**config.mk**
```make
export PLATFORM = sky130hd
export DESIGN_NAME = mux16_scan_serializer_flat
export DESIGN_NICKNAME = d
export VERILOG_FILES = /design/src/rtl/mux16_scan_serializer_pkg.sv /design/src/rtl/mux16_scan_serializer_if.sv /design/src/rtl/mux16_scan_serializer_mux.sv /design/src/rtl/mux16_scan_serializer.sv /design/src/flat_wrapper.sv
export SDC_FILE = /design/constraint.sdc
export NUM_CORES = 1
export LEC_CHECK = 0
export BUFFER_PORTS_ARGS = -buffer_cell sky130_fd_sc_hd__buf_2
export CAP_MARGIN = 25
export CORE_MARGIN = 5
export CORE_UTILIZATION = 50
export CTS_CLUSTER_SIZE = 24
export DETAILED_ROUTE_END_ITERATION = 16
export PLACE_DENSITY = 0.78
export SYNTH_ARGS = -nofsm -noshare
export SYNTH_HDL_FRONTEND = slang
export SYNTH_SLANG_ARGS = --single-unit
export TNS_END_PERCENT = 10
```
**constraint.sdc**
```tcl
create_clock -name clk -period 2 [get_ports clk]
set_input_delay 0.2 -clock clk [delete_from_list [all_inputs] [get_ports clk]]
set_output_delay 0.2 -clock clk [all_outputs]
set_load 0.03 [all_outputs]
```
**src/rtl/mux16_scan_serializer_pkg.sv**
```systemverilog
// Shared types and constants for the 16:1 mux select sequencer.
// Parity beat is enabled by defining MUX16_SCAN_PARITY_EN.
package mux_pkg;

  localparam int DATA_W = 16;
  localparam int SEL_W  = 4;

  typedef enum logic [1:0] {
    IDLE,
    SHIFT,
    PARITY
  } state_e;

  function automatic logic [SEL_W-1:0] sel_first(input bit msb_first);
    return msb_first ? SEL_W'(DATA_W - 1) : '0;
  endfunction

  function automatic logic [SEL_W-1:0] sel_last(input bit msb_first);
    return msb_first ? '0 : SEL_W'(DATA_W - 1);
  endfunction

endpackage

```
**src/rtl/mux16_scan_serializer_if.sv**
```systemverilog
// Word-in / bit-out handshake bundle for mux16_scan_serializer.
// master drives words and consumes bits; slave is the serializer.
interface mux16_scan_serializer_if
  import mux_pkg::*;
();

  logic              in_valid;
  logic              in_ready;
  logic [DATA_W-1:0] in_data;
  logic              out_valid;
  logic              out_ready;
  logic              out_bit;
  logic              out_last;

  modport master (
    output in_valid,
    output in_data,
    output out_ready,
    input  in_ready,
    input  out_valid,
    input  out_bit,
    input  out_last
  );

  modport slave (
    input  in_valid,
    input  in_data,
    input  out_ready,
    output in_ready,
    output out_valid,
    output out_bit,
    output out_last
  );

endinterface

```
**src/rtl/mux16_scan_serializer_mux.sv**
```systemverilog
// 16:1 mux built as a generated tree of 2:1 stages.
// Level l halves the candidates using select[l].
module mux16_1_generate
  import mux_pkg::*;
(
  input  logic [DATA_W-1:0] in,
  input  logic [SEL_W-1:0]  select,
  output logic              y
);

  for (genvar l = 0; l < SEL_W; l++) begin : g_lvl
    localparam int N = DATA_W >> (l + 1);
    logic [N-1:0] v;
    for (genvar i = 0; i < N; i++) begin : g_node
      if (l == 0) begin : g_leaf
        assign v[i] = select[0] ? in[2*i+1] : in[2*i];
      end else begin : g_inner
        assign v[i] = select[l] ? g_lvl[l-1].v[2*i+1]
                                : g_lvl[l-1].v[2*i];
      end
    end
  end

  assign y = g_lvl[SEL_W-1].v[0];

endmodule

```
**src/rtl/mux16_scan_serializer.sv**
```systemverilog
// Holds a 16-bit word and steps the mux select through it, one bit per beat.
// Define MUX16_SCAN_PARITY_EN to append an even-parity beat after the data.
module mux16_scan_serializer
  import mux_pkg::*;
#(
  parameter bit MSB_FIRST = 1'b0
) (
  input  logic                 clk,
  input  logic                 rst,
  mux16_scan_serializer_if.slave bus,
  output logic [SEL_W-1:0]     sel,
  output logic                 busy
);

  localparam logic [SEL_W-1:0] SEL_FIRST = sel_first(MSB_FIRST);
  localparam logic [SEL_W-1:0] SEL_LAST  = sel_last(MSB_FIRST);

  state_e            state_q;
  logic [DATA_W-1:0] hold_q;
  logic [SEL_W-1:0]  sel_q;
  logic [SEL_W-1:0]  sel_d;
  logic              beat;
  logic              at_last;
  logic              mux_y;

  assign beat    = bus.out_valid && bus.out_ready;
  assign at_last = (sel_q == SEL_LAST);
  assign sel_d   = MSB_FIRST ? sel_q - 1'b1 : sel_q + 1'b1;

  always_ff @(posedge clk) begin
    if (rst) begin
      state_q <= IDLE;
      hold_q  <= '0;
      sel_q   <= '0;
    end else begin
      unique case (state_q)
        IDLE: begin
          if (bus.in_valid) begin
            hold_q  <= bus.in_data;
            sel_q   <= SEL_FIRST;
            state_q <= SHIFT;
          end
        end
        SHIFT: begin
          if (beat) begin
            // terminal index is compared, so sel never wraps
            if (at_last) begin
`ifdef MUX16_SCAN_PARITY_EN
              state_q <= PARITY;
`else
              state_q <= IDLE;
`endif
            end else begin
              sel_q <= sel_d;
            end
          end
        end
`ifdef MUX16_SCAN_PARITY_EN
        PARITY: begin
          if (beat) state_q <= IDLE;
        end
`endif
        default: state_q <= IDLE;
      endcase
    end
  end

  mux16_1_generate u_mux (
    .in     (hold_q),
    .select (sel_q),
    .y      (mux_y)
  );

  assign bus.in_ready  = (state_q == IDLE);
  assign bus.out_valid = (state_q != IDLE);
  assign busy          = (state_q != IDLE);
  assign sel           = sel_q;

`ifdef MUX16_SCAN_PARITY_EN
  assign bus.out_bit  = (state_q == PARITY) ? ^hold_q : mux_y;
  assign bus.out_last = (state_q == PARITY);
`else
  assign bus.out_bit  = mux_y;
  assign bus.out_last = (state_q == SHIFT) && at_last;
`endif

endmodule

```
**src/flat_wrapper.sv**
```systemverilog
// flat-port wrapper written by rule: the top's interface ports become plain ports
module mux16_scan_serializer_flat import mux_pkg::*;
#(
  parameter bit MSB_FIRST = 1'b0
)
  (clk, rst, sel, busy, bus_in_valid, bus_in_data, bus_out_ready, bus_in_ready, bus_out_valid, bus_out_bit, bus_out_last);
  mux16_scan_serializer_if bus_i ();
  input  logic clk;
  input  logic rst;
  output logic [SEL_W-1:0] sel;
  output logic busy;
  input wire logic [$bits(bus_i.in_valid)-1:0] bus_in_valid;
  input wire logic [$bits(bus_i.in_data)-1:0] bus_in_data;
  input wire logic [$bits(bus_i.out_ready)-1:0] bus_out_ready;
  output wire logic [$bits(bus_i.in_ready)-1:0] bus_in_ready;
  output wire logic [$bits(bus_i.out_valid)-1:0] bus_out_valid;
  output wire logic [$bits(bus_i.out_bit)-1:0] bus_out_bit;
  output wire logic [$bits(bus_i.out_last)-1:0] bus_out_last;
  assign bus_i.in_valid = bus_in_valid;
  assign bus_i.in_data = bus_in_data;
  assign bus_i.out_ready = bus_out_ready;
  assign bus_in_ready = bus_i.in_ready;
  assign bus_out_valid = bus_i.out_valid;
  assign bus_out_bit = bus_i.out_bit;
  assign bus_out_last = bus_i.out_last;
  mux16_scan_serializer #(.MSB_FIRST(MSB_FIRST)) u_core (.clk(clk), .rst(rst), .bus(bus_i), .sel(sel), .busy(busy));
endmodule
```
==> impl_results.md <==
- Status: finished, final reports clean
- CTS tree: yes
- Clk slew on worst S/H paths: 0.11 ns
- Share of layout cells above drive strength 1: 27.4%
- Least-Margin Pin Slew: 0.375 ns
- Worst Hold Class: input pin to flop
- Max Cap Viol: 0
- Routed vias: 847
- TritonRoute pass-1 iters: 4
- Maximum VDD drop: roughly 370 uV
- Cells along the critical path: mux4_1, mux2i_1, mux2i_1, buf_2
- Worst Hold Path EP: u_core.state_q[0]
- Synth Area in XOR/XNOR: 0%
- N_diodes: 0
- Area grow syn2layout: 17.2%
- Clock Path Buffers: 2
- Max layer used: met4
- Worst hold margin: 0.0978 ns
- Final WL: 2.21 mm
- GR Overflow Total: 0
- H-tree lvl count: 1
- CP startpoint kind: flop
- Synth Area in Adders: between 1 and 1.5%
- Synth Register Bits: 21
- Simple-Gate Fraction of Synth Area: 19.7%
- Final Hold Fails: 0
- Clock latency on the worst-skew pair: 0.30 ns
- Port bufs: 28
- Core area: 0.00178 mm2
- Initial antenna violation count: 0
- Clock sinks: 21
- Die width: 53.8 um
- Tcrit/Tclk final: 95.0%
- Pwr/cell area: between 600 and 700 mW/mm2
- Die area: 0.00290 mm2
- Dpl cell area: around 0.0011 mm2
- Routed wl met2: roughly 1.1 mm
- CP arrival: 1.70 ns
- Cell area after layout: 0.00113 mm2
- DR WL/cell: roughly 14 um
- Post-Syn Area: 961 um2
- Hold Crit Depth: 2
- Multiplexer area fraction after synthesis: 14.1%
- Avg Vias per Cell: 5.29
- DRC: 0
- # nets final: approximately 160
- Setup violators final: 0
- Worst Setup End Kind: output pin
- Final antenna-violating net count: 0
- Commonest non-fill, non-tap cell in the layout: nand2_1
- Starting Density: 53.9%
- Slew HR: 75.0%
- Wl on met1: 928 um
- Largest family of logic cells by synthesized area: simple AND/OR/NAND/NOR gates
- Final min period: 1.90 ns
- Synth Area in Compound Gates: 14.6%
- Drt initial violations: 10
- Reg-to-reg endpoint: u_core.sel[0]
- Gpl congestion: 0.715
- Max Slew Vio Count: 0
- Distinct cells, synth: 23
- Fmax: 0.526 GHz
- Worst path slowest cell: mux4_1
- FF-to-FF Start: u_core.sel[1]
- Static leakage: 0.477 nW
- Synthesized area per cell: approximately 9 um2
- Number of global-route vias before repair: 779
- Top cells by area, synth: dfxtp_1 (44%), nand2_1 (13%), mux4_1 (11%), a21oi_1 (9.9%), mux2i_1 (3.1%)
- First-pass GRT wire length: 3.41 mm
- Tot Pwr: 0.764 mW
- Setup TNS: 0 ns
- Critical path type: flop to output pin
- Post-Syn Nets: 130
- Seq/Total Area, Yosys: between 40% and 50%
- Cell mode on critical path: mux2i_1
- CTS Root Buffer Type: clkbuf_4
- Rows: 15
- Slowest cell delay on critical path: around 0.57 ns
- Largest net degree at the start of global routing: 22
- Commonest cells after routing, fill and taps aside: nand2_1 (33), buf_2 (28), dfxtp_1 (20), a21oi_1 (19)
- FF-to-FF path depth: 5
- Top Ports: 29
- Hold-fix buffers at CTS: 0
- Reg2reg setup slack: around 0.50 ns
- CP required: 1.80 ns
- Max FO, Critical Path: 8
- Routed length on met3: roughly 140 um
- Dpl hpwl: about 1.5 mm
- Area leader, netlist: dfxtp_1
- CTS Buf Count: 3
- RSZ-0062 raised after global routing: no
- Syn Inst Count: ~110
- Height of the chip: 53.8 um
- Syn. warnings: 0
- Total GRT Usage: between 10% and 20%
- Clock skew: 0.00313 ns
- Hold path start: bus_out_ready
- Synth top area share: 43.8%
## metrics by stage
stage / worst slack (ns) / cells / util [%]
floorplan: 0.208 / 109 / -
global placement: 0.326 / 154 / 60.8
detailed placement: 0.253 / 154 / 60.8
CTS: 0.0269 / 158 / 62.4
global route: 0.00989 / 160 / 63.2
finish: 0.0994 / 160 / 63.2
## sequential cells by signal, summed over array words and instances, names as in the netlist
name            cells
u_core.hold_q      16
u_core.state_q      1
u_core.sel          4
## what timing repair did
action,4_1_cts,5_1_grt
gates resized for setup,1,2
setup endpoints to repair,1,1
hold endpoints to repair,0,0
buffers inserted,0,1
## worst max-delay path: cells and delay by family (launching register included)
kind                   cells  cell delay, ns
DFF                        1            0.43
muxes                      3            0.80
buffers and inverters      1            0.18
## where the power goes
part	switching (mW)	internal, mW	total [mW]	leakage (nW)
logic	0.0625	0.0481	0.111	0.287
clock network	0.124	0.0744	0.199	0.0177
registers	0.0162	0.439	0.455	0.173
total	0.203	0.561	0.764	0.477
## Yosys cell counts
cell        n
buf_2       3
clkbuf_1    3
mux2i_1     3
or3_1       2
and2_1      1
buf_6       2
mux4_1      4
nor3b_1     1
a31oi_1     1
nand3_1     2
dfxtp_1    21
nor2_1      1
o211ai_1    3
nand4_1     2
nand2b_1    1
nand2_1    33
a21oi_1    19
buf_4       1
a211oi_1    1
ha_1        1
inv_1       2
a2111oi_0   1
nor2b_1     1
## cell families (layout without fill, tap and decap cells)
family                     Yosys count  after routing
muxes                                7              7
DFF                                 21             21
and+or+nand+nor                     44             44
adders and majority gates            1              1
AOI/OAI and AO/OA                   25             25
buffers and inverters               11             37
## layout make-up
type,count,area [um2]
fillers,165,657
multi-input cells,77,473
flip-flops and latches,21,424
repair buffers,31,163
well taps,25,31.3
clock buffers,3,22.5
inverters,2,7.51
clock inverters,1,5.00
## per-layer routing
metal | global-route usage (%) | vias up
li1 | - | 431
met1 | 19.7 | 388
met4 | 8.94 | 0
met3 | 3.60 | 4
met2 | 27.8 | 24
met5 | 0 | -
## worst max-delay path by stage
stage / slack, ns / startpoint / end / depth (start not counted)
floorplan: 0.21 / u_core.sel[0] / bus_out_bit / 4
global placement: 0.33 / u_core.sel[0] / bus_out_bit / 4
detailed placement: 0.25 / u_core.sel[0] / bus_out_bit / 4
CTS: 0.03 / u_core.sel[0] / bus_out_bit / 4
global route: 0.01 / u_core.sel[0] / bus_out_bit / 4
finish: 0.1 / u_core.sel[0] / bus_out_bit / 4
No activity file was read; power rests on OpenSTA's default activity.
